`src/rtl/local_memory_arbiter_pkg.sv`:
```
// Purpose: shared types, widths and helpers for the local memory arbiter.
//   state_e            : arbiter FSM states (IDLE arbitrates, ACTIVE forwards)
//   ADDRESS_WIDTH      : byte address width of the memory interface
//   DATA_WIDTH         : data bus width
//   BYTE_SELECT_WIDTH  : byte-lane select width
//   IDLE_READ_DATA     : read data shown to requesters that do not own the port
//   rr_next_index()    : next index in round-robin order, wrapping at count
package local_memory_arbiter_pkg;

  localparam int unsigned ADDRESS_WIDTH     = 24;
  localparam int unsigned DATA_WIDTH        = 32;
  localparam int unsigned BYTE_SELECT_WIDTH = 4;

  localparam logic [DATA_WIDTH-1:0] IDLE_READ_DATA = 32'hFFFF_FFFF;

  typedef enum logic {
    IDLE   = 1'b0,
    ACTIVE = 1'b1
  } state_e;

  // Successor of index in a ring of count entries.
  function automatic int unsigned rr_next_index(input int unsigned index,
                                                input int unsigned count);
    if (index + 32'd1 >= count) begin
      return 32'd0;
    end
    return index + 32'd1;
  endfunction

endpackage

```
`src/rtl/local_memory_arbiter_round_robin_selector.sv`:
```
// Purpose: combinational round-robin pick over a request vector.
//   request_i    : one bit per requester, set when it wants the port
//   last_grant_i : most recently granted index; the search starts just after it
//   found_c_o    : at least one request is set
//   index_c_o    : first requesting index after last_grant_i, wrapping around
module round_robin_selector
  import local_memory_arbiter_pkg::*;
#(
  parameter int unsigned REQUESTER_COUNT = 3,
  parameter int unsigned GRANT_WIDTH     = 2
) (
  input  logic [REQUESTER_COUNT-1:0] request_i,
  input  logic [GRANT_WIDTH-1:0]     last_grant_i,
  output logic                       found_c_o,
  output logic [GRANT_WIDTH-1:0]     index_c_o
);

  // Walk last+1, last+2, ... so last_grant_i itself is checked last.
  always_comb begin
    int unsigned candidate;
    found_c_o = 1'b0;
    index_c_o = '0;
    candidate = 32'(last_grant_i);
    for (int unsigned step = 0; step < REQUESTER_COUNT; step++) begin
      candidate = rr_next_index(candidate, REQUESTER_COUNT);
      if (!found_c_o && request_i[GRANT_WIDTH'(candidate)]) begin
        found_c_o = 1'b1;
        index_c_o = GRANT_WIDTH'(candidate);
      end
    end
  end

endmodule

```
`src/rtl/local_memory_arbiter.sv`:
```
// Purpose: round-robin arbiter sharing the memory interface wb port between
// several requesters (host, DMA, debug) using the enable/busy handshake.
//   clk, rst            : clock and synchronous active-high reset
//   requestAddress      : per-requester byte address, requester i at [i*AW +: AW]
//   requestByteSelect   : per-requester byte select
//   requestEnable       : per-requester request, held until its busy drops
//   requestWriteEnable  : per-requester write (1) / read (0)
//   requestDataWrite    : per-requester write data
//   requestDataRead     : per-requester read data (all ones unless granted)
//   requestBusy         : per-requester busy
//   mem*                : towards the memory interface wb port
// mem* and request* outputs are combinational muxes of the granted requester.
module local_memory_arbiter
  import local_memory_arbiter_pkg::*;
#(
  parameter int unsigned REQUESTER_COUNT = 3,
  parameter int unsigned ADDRESS_WIDTH   = 24
) (
  input  logic                                        clk,
  input  logic                                        rst,
  input  logic [REQUESTER_COUNT*ADDRESS_WIDTH-1:0]     requestAddress,
  input  logic [REQUESTER_COUNT*BYTE_SELECT_WIDTH-1:0] requestByteSelect,
  input  logic [REQUESTER_COUNT-1:0]                  requestEnable,
  input  logic [REQUESTER_COUNT-1:0]                  requestWriteEnable,
  input  logic [REQUESTER_COUNT*DATA_WIDTH-1:0]        requestDataWrite,
  output logic [REQUESTER_COUNT*DATA_WIDTH-1:0]        requestDataRead,
  output logic [REQUESTER_COUNT-1:0]                  requestBusy,
  output logic [ADDRESS_WIDTH-1:0]                    memAddress,
  output logic [BYTE_SELECT_WIDTH-1:0]                memByteSelect,
  output logic                                        memEnable,
  output logic                                        memWriteEnable,
  output logic [DATA_WIDTH-1:0]                       memDataWrite,
  input  logic [DATA_WIDTH-1:0]                       memDataRead,
  input  logic                                        memBusy
);

  localparam int unsigned GRANT_WIDTH =
    (REQUESTER_COUNT > 1) ? $clog2(REQUESTER_COUNT) : 1;
  localparam logic [GRANT_WIDTH-1:0] LAST_GRANT_RESET =
    GRANT_WIDTH'(REQUESTER_COUNT - 1);

  state_e                  state_q, state_d;
  logic [GRANT_WIDTH-1:0]  grant_index_q, grant_index_d;
  logic [GRANT_WIDTH-1:0]  last_grant_q, last_grant_d;

  logic                    sel_found_c;
  logic [GRANT_WIDTH-1:0]  sel_index_c;
  logic                    grant_enable_c;

  // Next requester in round-robin order after the last grant.
  round_robin_selector #(
    .REQUESTER_COUNT (REQUESTER_COUNT),
    .GRANT_WIDTH     (GRANT_WIDTH)
  ) u_selector (
    .request_i    (requestEnable),
    .last_grant_i (last_grant_q),
    .found_c_o    (sel_found_c),
    .index_c_o    (sel_index_c)
  );

  // State register; reset leaves the pointer so requester 0 wins first.
  always_ff @(posedge clk) begin
    if (rst) begin
      state_q       <= IDLE;
      grant_index_q <= '0;
      last_grant_q  <= LAST_GRANT_RESET;
    end else begin
      state_q       <= state_d;
      grant_index_q <= grant_index_d;
      last_grant_q  <= last_grant_d;
    end
  end

  // Next-state logic and port muxing.
  always_comb begin
    state_d         = state_q;
    grant_index_d   = grant_index_q;
    last_grant_d    = last_grant_q;
    grant_enable_c  = 1'b0;
    memAddress      = '0;
    memByteSelect   = '0;
    memEnable       = 1'b0;
    memWriteEnable  = 1'b0;
    memDataWrite    = '0;
    requestBusy     = requestEnable;
    requestDataRead = {REQUESTER_COUNT{IDLE_READ_DATA}};

    case (state_q)
      IDLE: begin
        if (sel_found_c) begin
          grant_index_d = sel_index_c;
          last_grant_d  = sel_index_c;
          state_d       = ACTIVE;
        end
      end

      ACTIVE: begin
        for (int unsigned i = 0; i < REQUESTER_COUNT; i++) begin
          if (grant_index_q == GRANT_WIDTH'(i)) begin
            grant_enable_c = requestEnable[i];
            memAddress     = requestAddress[i*ADDRESS_WIDTH +: ADDRESS_WIDTH];
            memByteSelect  = requestByteSelect[i*BYTE_SELECT_WIDTH +: BYTE_SELECT_WIDTH];
            memWriteEnable = requestWriteEnable[i];
            memDataWrite   = requestDataWrite[i*DATA_WIDTH +: DATA_WIDTH];
            requestBusy[i] = memBusy;
            requestDataRead[i*DATA_WIDTH +: DATA_WIDTH] = memDataRead;
          end
        end
        memEnable = grant_enable_c;
        // Completion (busy low) and abort (enable dropped) both release the port.
        if (!grant_enable_c || !memBusy) begin
          state_d = IDLE;
        end
      end

      default: state_d = IDLE;
    endcase

    // Reset forces the port quiet in the same cycle, even mid-transaction.
    if (rst) begin
      memAddress      = '0;
      memByteSelect   = '0;
      memEnable       = 1'b0;
      memWriteEnable  = 1'b0;
      memDataWrite    = '0;
      requestBusy     = requestEnable;
      requestDataRead = {REQUESTER_COUNT{IDLE_READ_DATA}};
    end
  end

endmodule
```
`config.mk`:
```
export PLATFORM = sky130hd
export DESIGN_NAME = local_memory_arbiter
export DESIGN_NICKNAME = d
export VERILOG_FILES = /design/src/rtl/local_memory_arbiter_pkg.sv /design/src/rtl/local_memory_arbiter_round_robin_selector.sv /design/src/rtl/local_memory_arbiter.sv
export SDC_FILE = /design/constraint.sdc
export NUM_CORES = 1
export LEC_CHECK = 0
export CAP_MARGIN = 10
export CORE_AREA = 2 2 150 152
export DETAILED_ROUTE_END_ITERATION = 6
export DIE_AREA = 0 0 152 154
export PLACE_DENSITY_LB_ADDON = 0.15
export SYNTH_ARGS = -nofsm -noshare
export SYNTH_HDL_FRONTEND = slang
export SYNTH_SLANG_ARGS = --single-unit
```
`constraint.sdc`:
```
create_clock -name clk -period 2.7 [get_ports clk]
set_input_delay 0.54 -clock clk [delete_from_list [all_inputs] [get_ports clk]]
set_output_delay 0.54 -clock clk [all_outputs]
set_load 0.01 [all_outputs]
```
==> qor.yml, run 1 <==
clkSinkCount: 4
ff2ff_path_depth: 5
yosysWarnings: 0
yosys.area_share.adder_pct: 0
die_y_um: 154
grt_util_all_layers_pct: 12.90
cp-end-kind: "output port"
drt_pass1_iterations: 4
ys.flop_type: "dfxtp_1"
async_reset_ff_share_pct: 0
power.total_mw: 1.324
grt_max_degree: 50
cts_made_buffers: 3
yosys.area.top_type: "mux2i_1"
final.setup.tns_ns: 0
antenna_found_initial: 0
skew_ns: 0.003056
syn_nets: 643
arrival_ns: 2.15
synth_edf_count: 0
synth_xor_area_share_pct: 0
synth_top_family_by_area: "simple AND/OR/NAND/NOR gates"
fmax_mhz: 372.3
syn_area_per_cell_um2: 6.375
cp_slowest_cell: "clkdlybuf4s50_1"
yosys.area_share.simple_pct: 49.91
wl_um: 16430
tightest_slew_ns: 0.3140
muxShareOfSynthArea_pct: 23.91
max-slew-margin-rel_pct: 79.04
final-max-slew-violation-count: 0
drc: 0
nNetsFinal: 1018
p_leak_nw: 2.581
clockRootBuffer: "clkbuf_16"
clk_latency_ns: 0.22
post-route-period-util_pct: 99.47
hpwl_um: 13210
htreeDepth: 1
cts_tree: "done"
clk_path_buf_depth: 2
core.rowCount: 54
syn-instance-count: 422
r2r-start: "grant_index_q[0]"
synth_compound_area_share_pct: 14.56
place_ws_ns: -0.1701
hold_depth: 2
worstPathCellList: "clkdlybuf4s50_1 > nand2b_4 > nor3_4 > mux2_2 > dlygate4sd2_1"
grt_pass1_vias: 4220
cp-start-kind: "primary input"
globalplace.congestion: 0.7780
ys_ff_latch: 4
setup_ws_ns: 0.01420
path_clk_slew_ns: 0.03
outcome: "finished clean"
worstSetupStartpoint: "rst"
ioPinCount: 382
port_buffers: 381
grt_overflow: 0
die_w_um: 152
drv_cap: 0
cp_data_required_time_ns: 2.16
peakVddDrop_v: 0.0001814
min_path_type: "reg2reg"
coreArea_um2: 21690
finalCriticalPeriod_ns: 2.686
synth_area_leaders: "mux2i_1, nand2b_1, a21oi_1"
start_util_pct: 12.40
drive_above_1_share_pct: 8.291
max_stage_delay_ns: 0.42
area_growth_syn_to_layout_pct: 161.4
synthTopCellsByCount: "nand2b_1, a21oi_1, mux2i_1, nand2_1, or2_1"
setup-violations-final: 0
worstHoldStart: "last_grant_q[1]"
ant_nets: 0
num_antenna_cells: 0
vias_per_cell: 3.954
grt_setup_unrepaired: "yes"
wl_per_cell_um: 15.27
synth_cell_types: 30
netlist_area_um2: 2690
criticalPathCategory: "in2out"
drt_iter0_markers: 208
vias: 4254
ys_seq_area_share_pct: 2.977
yosysTopAreaCellShare_pct: 23.07
p_per_area_nw_per_um2: 188.3
hold_viol: 0
synth_most_common_cell: "nand2b_1"
cp_max_fo: 4
die_area_um2: 23410
grt_pass1_wl_um: 24490
critical path: cells and delay by family:
family	cells	cell delay, ns
muxes	1	0.38
and+or+nand+nor	2	0.49
buffers and inverters	2	0.73
kinds of logic after synthesis:
| family | count (synthesis) |
|---|---|
| compound gates | 74 |
| buf+inv | 44 |
| flops | 4 |
| mux | 64 |
| simple gates | 236 |
power breakdown:
part	total (mW)	internal [mW]	switching, mW
Sequential	0.0852	0.0659	0.0193
Combinational	1.00	0.624	0.378
Clock	0.237	0.195	0.0422
Total	1.32	0.885	0.440
worst paths after layout:
| check | to | slack [ns] |
|---|---|---|
| min reg2reg | last_grant_q[1] | 0.56 |
| min | last_grant_q[1] | 0.56 |
| max reg2reg | grant_index_q[1] | 1.31 |
| max | requestBusy[0] | 0.01 |
per-layer routing:
metal	wire length, um	up-vias	GRT usage, %	part of all wire [%]
li1	-	2162	-	-
met1	6427	1881	14.42	39
met2	8729	197	25.23	53
met3	1035	14	2.565	6.3
met4	235	0	2.403	1.4
met5	0	-	0	0
sequential cells by signal, indices dropped and copies added (netlist names):
name           count
last_grant_q       1
state_q            1
grant_index_q      2
cells in the final DEF (no fill, tap or decap), types with 3 or more instances in the layout:
cell type        instances
clkdlybuf4s50_1        246
dlygate4sd2_1           86
buf_4                   16
nand2_1                 62
or2_1                   36
a21oi_1                 63
o21ai_0                  3
buf_6                    5
inv_1                    3
buf_12                   8
clkdlybuf4s15_1         27
or3_1                   32
nor2_1                   3
dlymetal6s2s_1          22
or2_2                   25
mux2i_1                 62
nand2b_1                67
clkbuf_16                4
cell type report:
type / count / area (um2)
sequential: 4 / 85.08
tap: 280 / 350.3
timing repair buffer: 411 / 4123
inverter: 3 / 11.26
fill: 2404 / 14660
multi-input combinational: 374 / 2385
clock buffer: 4 / 78.83
stage by stage:
stage / cells / hold slack (ns) / utilization [%] / area (um2)
2_1_floorplan: 422 / 0.5231 / - / 2690
3_3_place_gp: 1067 / 0.5634 / 31.85 / 6908
3_5_place_dp: 1067 / 0.5628 / 31.85 / 6908
4_1_cts: 1072 / 0.5684 / 31.71 / 6877
5_1_grt: 1076 / 0.6231 / 32.43 / 7033
6_report: 1076 / 0.5617 / 32.43 / 7033
what timing repair did:
action,4_1_cts,5_1_grt
resized for setup,118,51
cloned,0,1
hold buffers,0,0
setup endpoints to repair,107,29
setup buffers,1,3
pin swaps,1,2
Power figures use the tool's default switching activity.
==> inputs of run 2 (changes only) <==
--- a/config.mk
+++ b/config.mk
@@ -9,6 +9,7 @@
 export CORE_AREA = 2 2 150 152
 export DETAILED_ROUTE_END_ITERATION = 6
 export DIE_AREA = 0 0 152 154
+export MAX_ROUTING_LAYER = met4
 export PLACE_DENSITY_LB_ADDON = 0.15
 export SYNTH_ARGS = -nofsm -noshare
 export SYNTH_HDL_FRONTEND = slang
==> qor.yml, run 2 (synthesis results as in run 1) <==
outcome: "finished clean"
cp_slowest_cell: "clkdlybuf4s50_1"
hpwl_um: 13210  # unchanged
finalCriticalPeriod_ns: 2.687  # +0.001105 ns
area_growth_syn_to_layout_pct: 161.5  # about the same
clk_path_buf_depth: 2  # unchanged
post-route-period-util_pct: 99.51  # about the same
coreArea_um2: 21690  # unchanged
die_area_um2: 23410  # unchanged
peakVddDrop_v: 0.0001816  # +0.11%
r2r_slack_ns: 1.32  # about the same
grt_pass1_wl_um: 24410  # -0.31%
worstHoldStart: "last_grant_q[1]"
clk_latency_ns: 0.23  # about the same
grt_util_all_layers_pct: 13.27  # +0.37 points
clkSinkCount: 4  # unchanged
cp_data_required_time_ns: 2.16  # about the same
largest_reg_flops: 2  # unchanged
cts_tree: "done"
max_stage_delay_ns: 0.42  # about the same
drt_iter0_markers: 154  # -26%
regMostFlops: "grant_index_q"
intPower_mw: 0.8849  # about the same
port_buffers: 381  # unchanged
die_y_um: 154  # unchanged
vias: 4248  # -0.14%
pwr-share-clk_pct: 17.9  # about the same
tightest_slew_ns: 0.3162  # +0.002275 ns
timing.rr.end: "grant_index_q[1]"
wl_met1_um: 6561  # +2.1%
hold_viol: 0  # unchanged
max-slew-margin-rel_pct: 78.89  # -0.15 points
setup-violations-final: 0  # unchanged
skew_ns: 0.003068  # +0.00001174 ns
criticalPathCategory: "in2out"
cts_made_buffers: 3  # unchanged
route.met2.wl_um: 8767  # +0.44%
ant_nets: 0  # unchanged
cp-endpoint: "requestBusy[0]"
drv_cap: 0  # unchanged
critPathBufInv: 2  # unchanged
place_inst: 1067  # unchanged
place_ws_ns: -0.1701  # unchanged
highest_layer: "met4"
path_delay_family: "buffers and inverters"
fmax_mhz: 372.2  # about the same
die_w_um: 152  # unchanged
num_antenna_cells: 0  # unchanged
drive_above_1_share_pct: 8.291  # unchanged
wl_per_cell_um: 15.26  # about the same
worst-path-stages: 5  # unchanged
clockRootBuffer: "clkbuf_16"
core.rowCount: 54  # unchanged
worstPathCellList: "clkdlybuf4s50_1 > nand2b_4 > nor3_4 > mux2_2 > dlygate4sd2_1"
htreeDepth: 1  # unchanged
grt_pass1_vias: 4245  # +0.59%
r2r-start: "grant_index_q[0]"
n_fill_cell: 2402  # -0.083%
wl_um: 16420  # about the same
min_path_type: "reg2reg"
arrival_ns: 2.15  # about the same
final-max-slew-violation-count: 0  # unchanged
final_common_cell: "clkdlybuf4s50_1"
p_leak_nw: 2.570  # -0.41%
path_clk_slew_ns: 0.03  # about the same
switchingPower_mw: 0.4391  # -0.16%
vias_per_cell: 3.948  # -0.14%
ff2ff_path_depth: 5  # unchanged
globalplace.congestion: 0.7886  # +1.4%
top_regs: "grant_index_q: 2 flops, last_grant_q: 1 flops, state_q: 1 flops"
p_per_area_nw_per_um2: 188.2  # about the same
seqPwrFrac_pct: 6.4  # about the same
cp_max_fo: 4  # unchanged
final.setup.tns_ns: 0  # unchanged
worstSetupStartpoint: "rst"
setup_ws_ns: 0.01310  # -0.001105 ns
nNetsFinal: 1018  # unchanged
drt_pass1_iterations: 4  # unchanged
layout_common_cells: "clkdlybuf4s50_1, dlygate4sd2_1, nand2b_1, a21oi_1"
drc: 0  # unchanged
cp-end-kind: "output port"
grt_max_degree: 50  # unchanged
antenna_found_initial: 0  # unchanged
pwr-share-comb_pct: 75.6  # about the same
final-instance-count-excl-fill: 1076  # unchanged
routed-wl-met3_um: 862  # -17%
start_util_pct: 12.40  # unchanged
swShare_pct: 33.16  # -0.043 points
grt_setup_unrepaired: "yes"
ioPinCount: 382  # unchanged
grt_overflow: 0  # unchanged
cp-start-kind: "primary input"
## run 2: cell types whose count changed in the layout (fill, tap and decap cells not counted), sizes merged
cell           delta
clkdlybuf4s15     +3
clkdlybuf4s50     +1
dlygate4sd2       -3
dlymetal6s2s      -1
## run 2: final cells by class
cell class / count / area (um2) / share of cell area (%)
multi-input combinational: 374 / 2385 / 33.90
clock buffer: 4 / 78.83 / 1.121
tap: 280 / 350.3 / 4.980
sequential: 4 / 85.08 / 1.210
inverter: 3 / 11.26 / 0.1601
timing repair buffer: 411 / 4124 / 58.63
## run 2: through the flow
step / utilization, % / cell area [um2] / hold WS, ns / total power, mW
finish: 32.43 / 7034 / 0.5614 / 1.324
global route: 32.43 / 7034 / 0.6231 / 1.421
CTS: 31.71 / 6877 / 0.5684 / 1.338
detailed placement: 31.85 / 6908 / 0.5628 / 1.120
global placement: 31.85 / 6908 / 0.5634 / 1.126
floorplan: - / 2690 / 0.5231 / 0.4928
## run 2: worst min path at each step
stage	to	slack, ns	cells past startpoint
6_report	last_grant_q[1]	0.56	2
5_1_grt	grant_index_q[0]	0.62	2
4_1_cts	last_grant_q[1]	0.57	2
3_5_place_dp	last_grant_q[1]	0.56	2
3_3_place_gp	last_grant_q[1]	0.56	2
2_1_floorplan	last_grant_q[1]	0.52	2
## run 2: worst min-delay path: stages, from the launching register on
cell	delay [ns]
dfxtp_1	0.32
a21oi_1	0.11
o21bai_1	0.07
## run 2: power groups by stage
stage / combinational (mW) / clock, mW / sequential (mW)
2_1_floorplan: 0.420 / 0 / 0.0724
3_3_place_gp: 1.03 / 0 / 0.0926
3_5_place_dp: 1.03 / 0 / 0.0921
4_1_cts: 1.01 / 0.243 / 0.0863
5_1_grt: 1.08 / 0.249 / 0.0876
6_report: 1.00 / 0.237 / 0.0851
## run 2: per-layer routing
metal / up-vias / global-route usage, %
li1: 2162 / -
met1: 1875 / 14.87
met2: 197 / 25.25
met3: 14 / 1.776
met4: 0 / 2.403
met5: - / -
## run 2: repair_timing
item / 4_1_cts / 5_1_grt
gates resized for setup: 118 / 53
setup buffers: 1 / 3
cloned: 0 / 1
hold buffers: 0 / 0
endpoints found under the setup margin: 107 / 29
pin swaps: 1 / 2
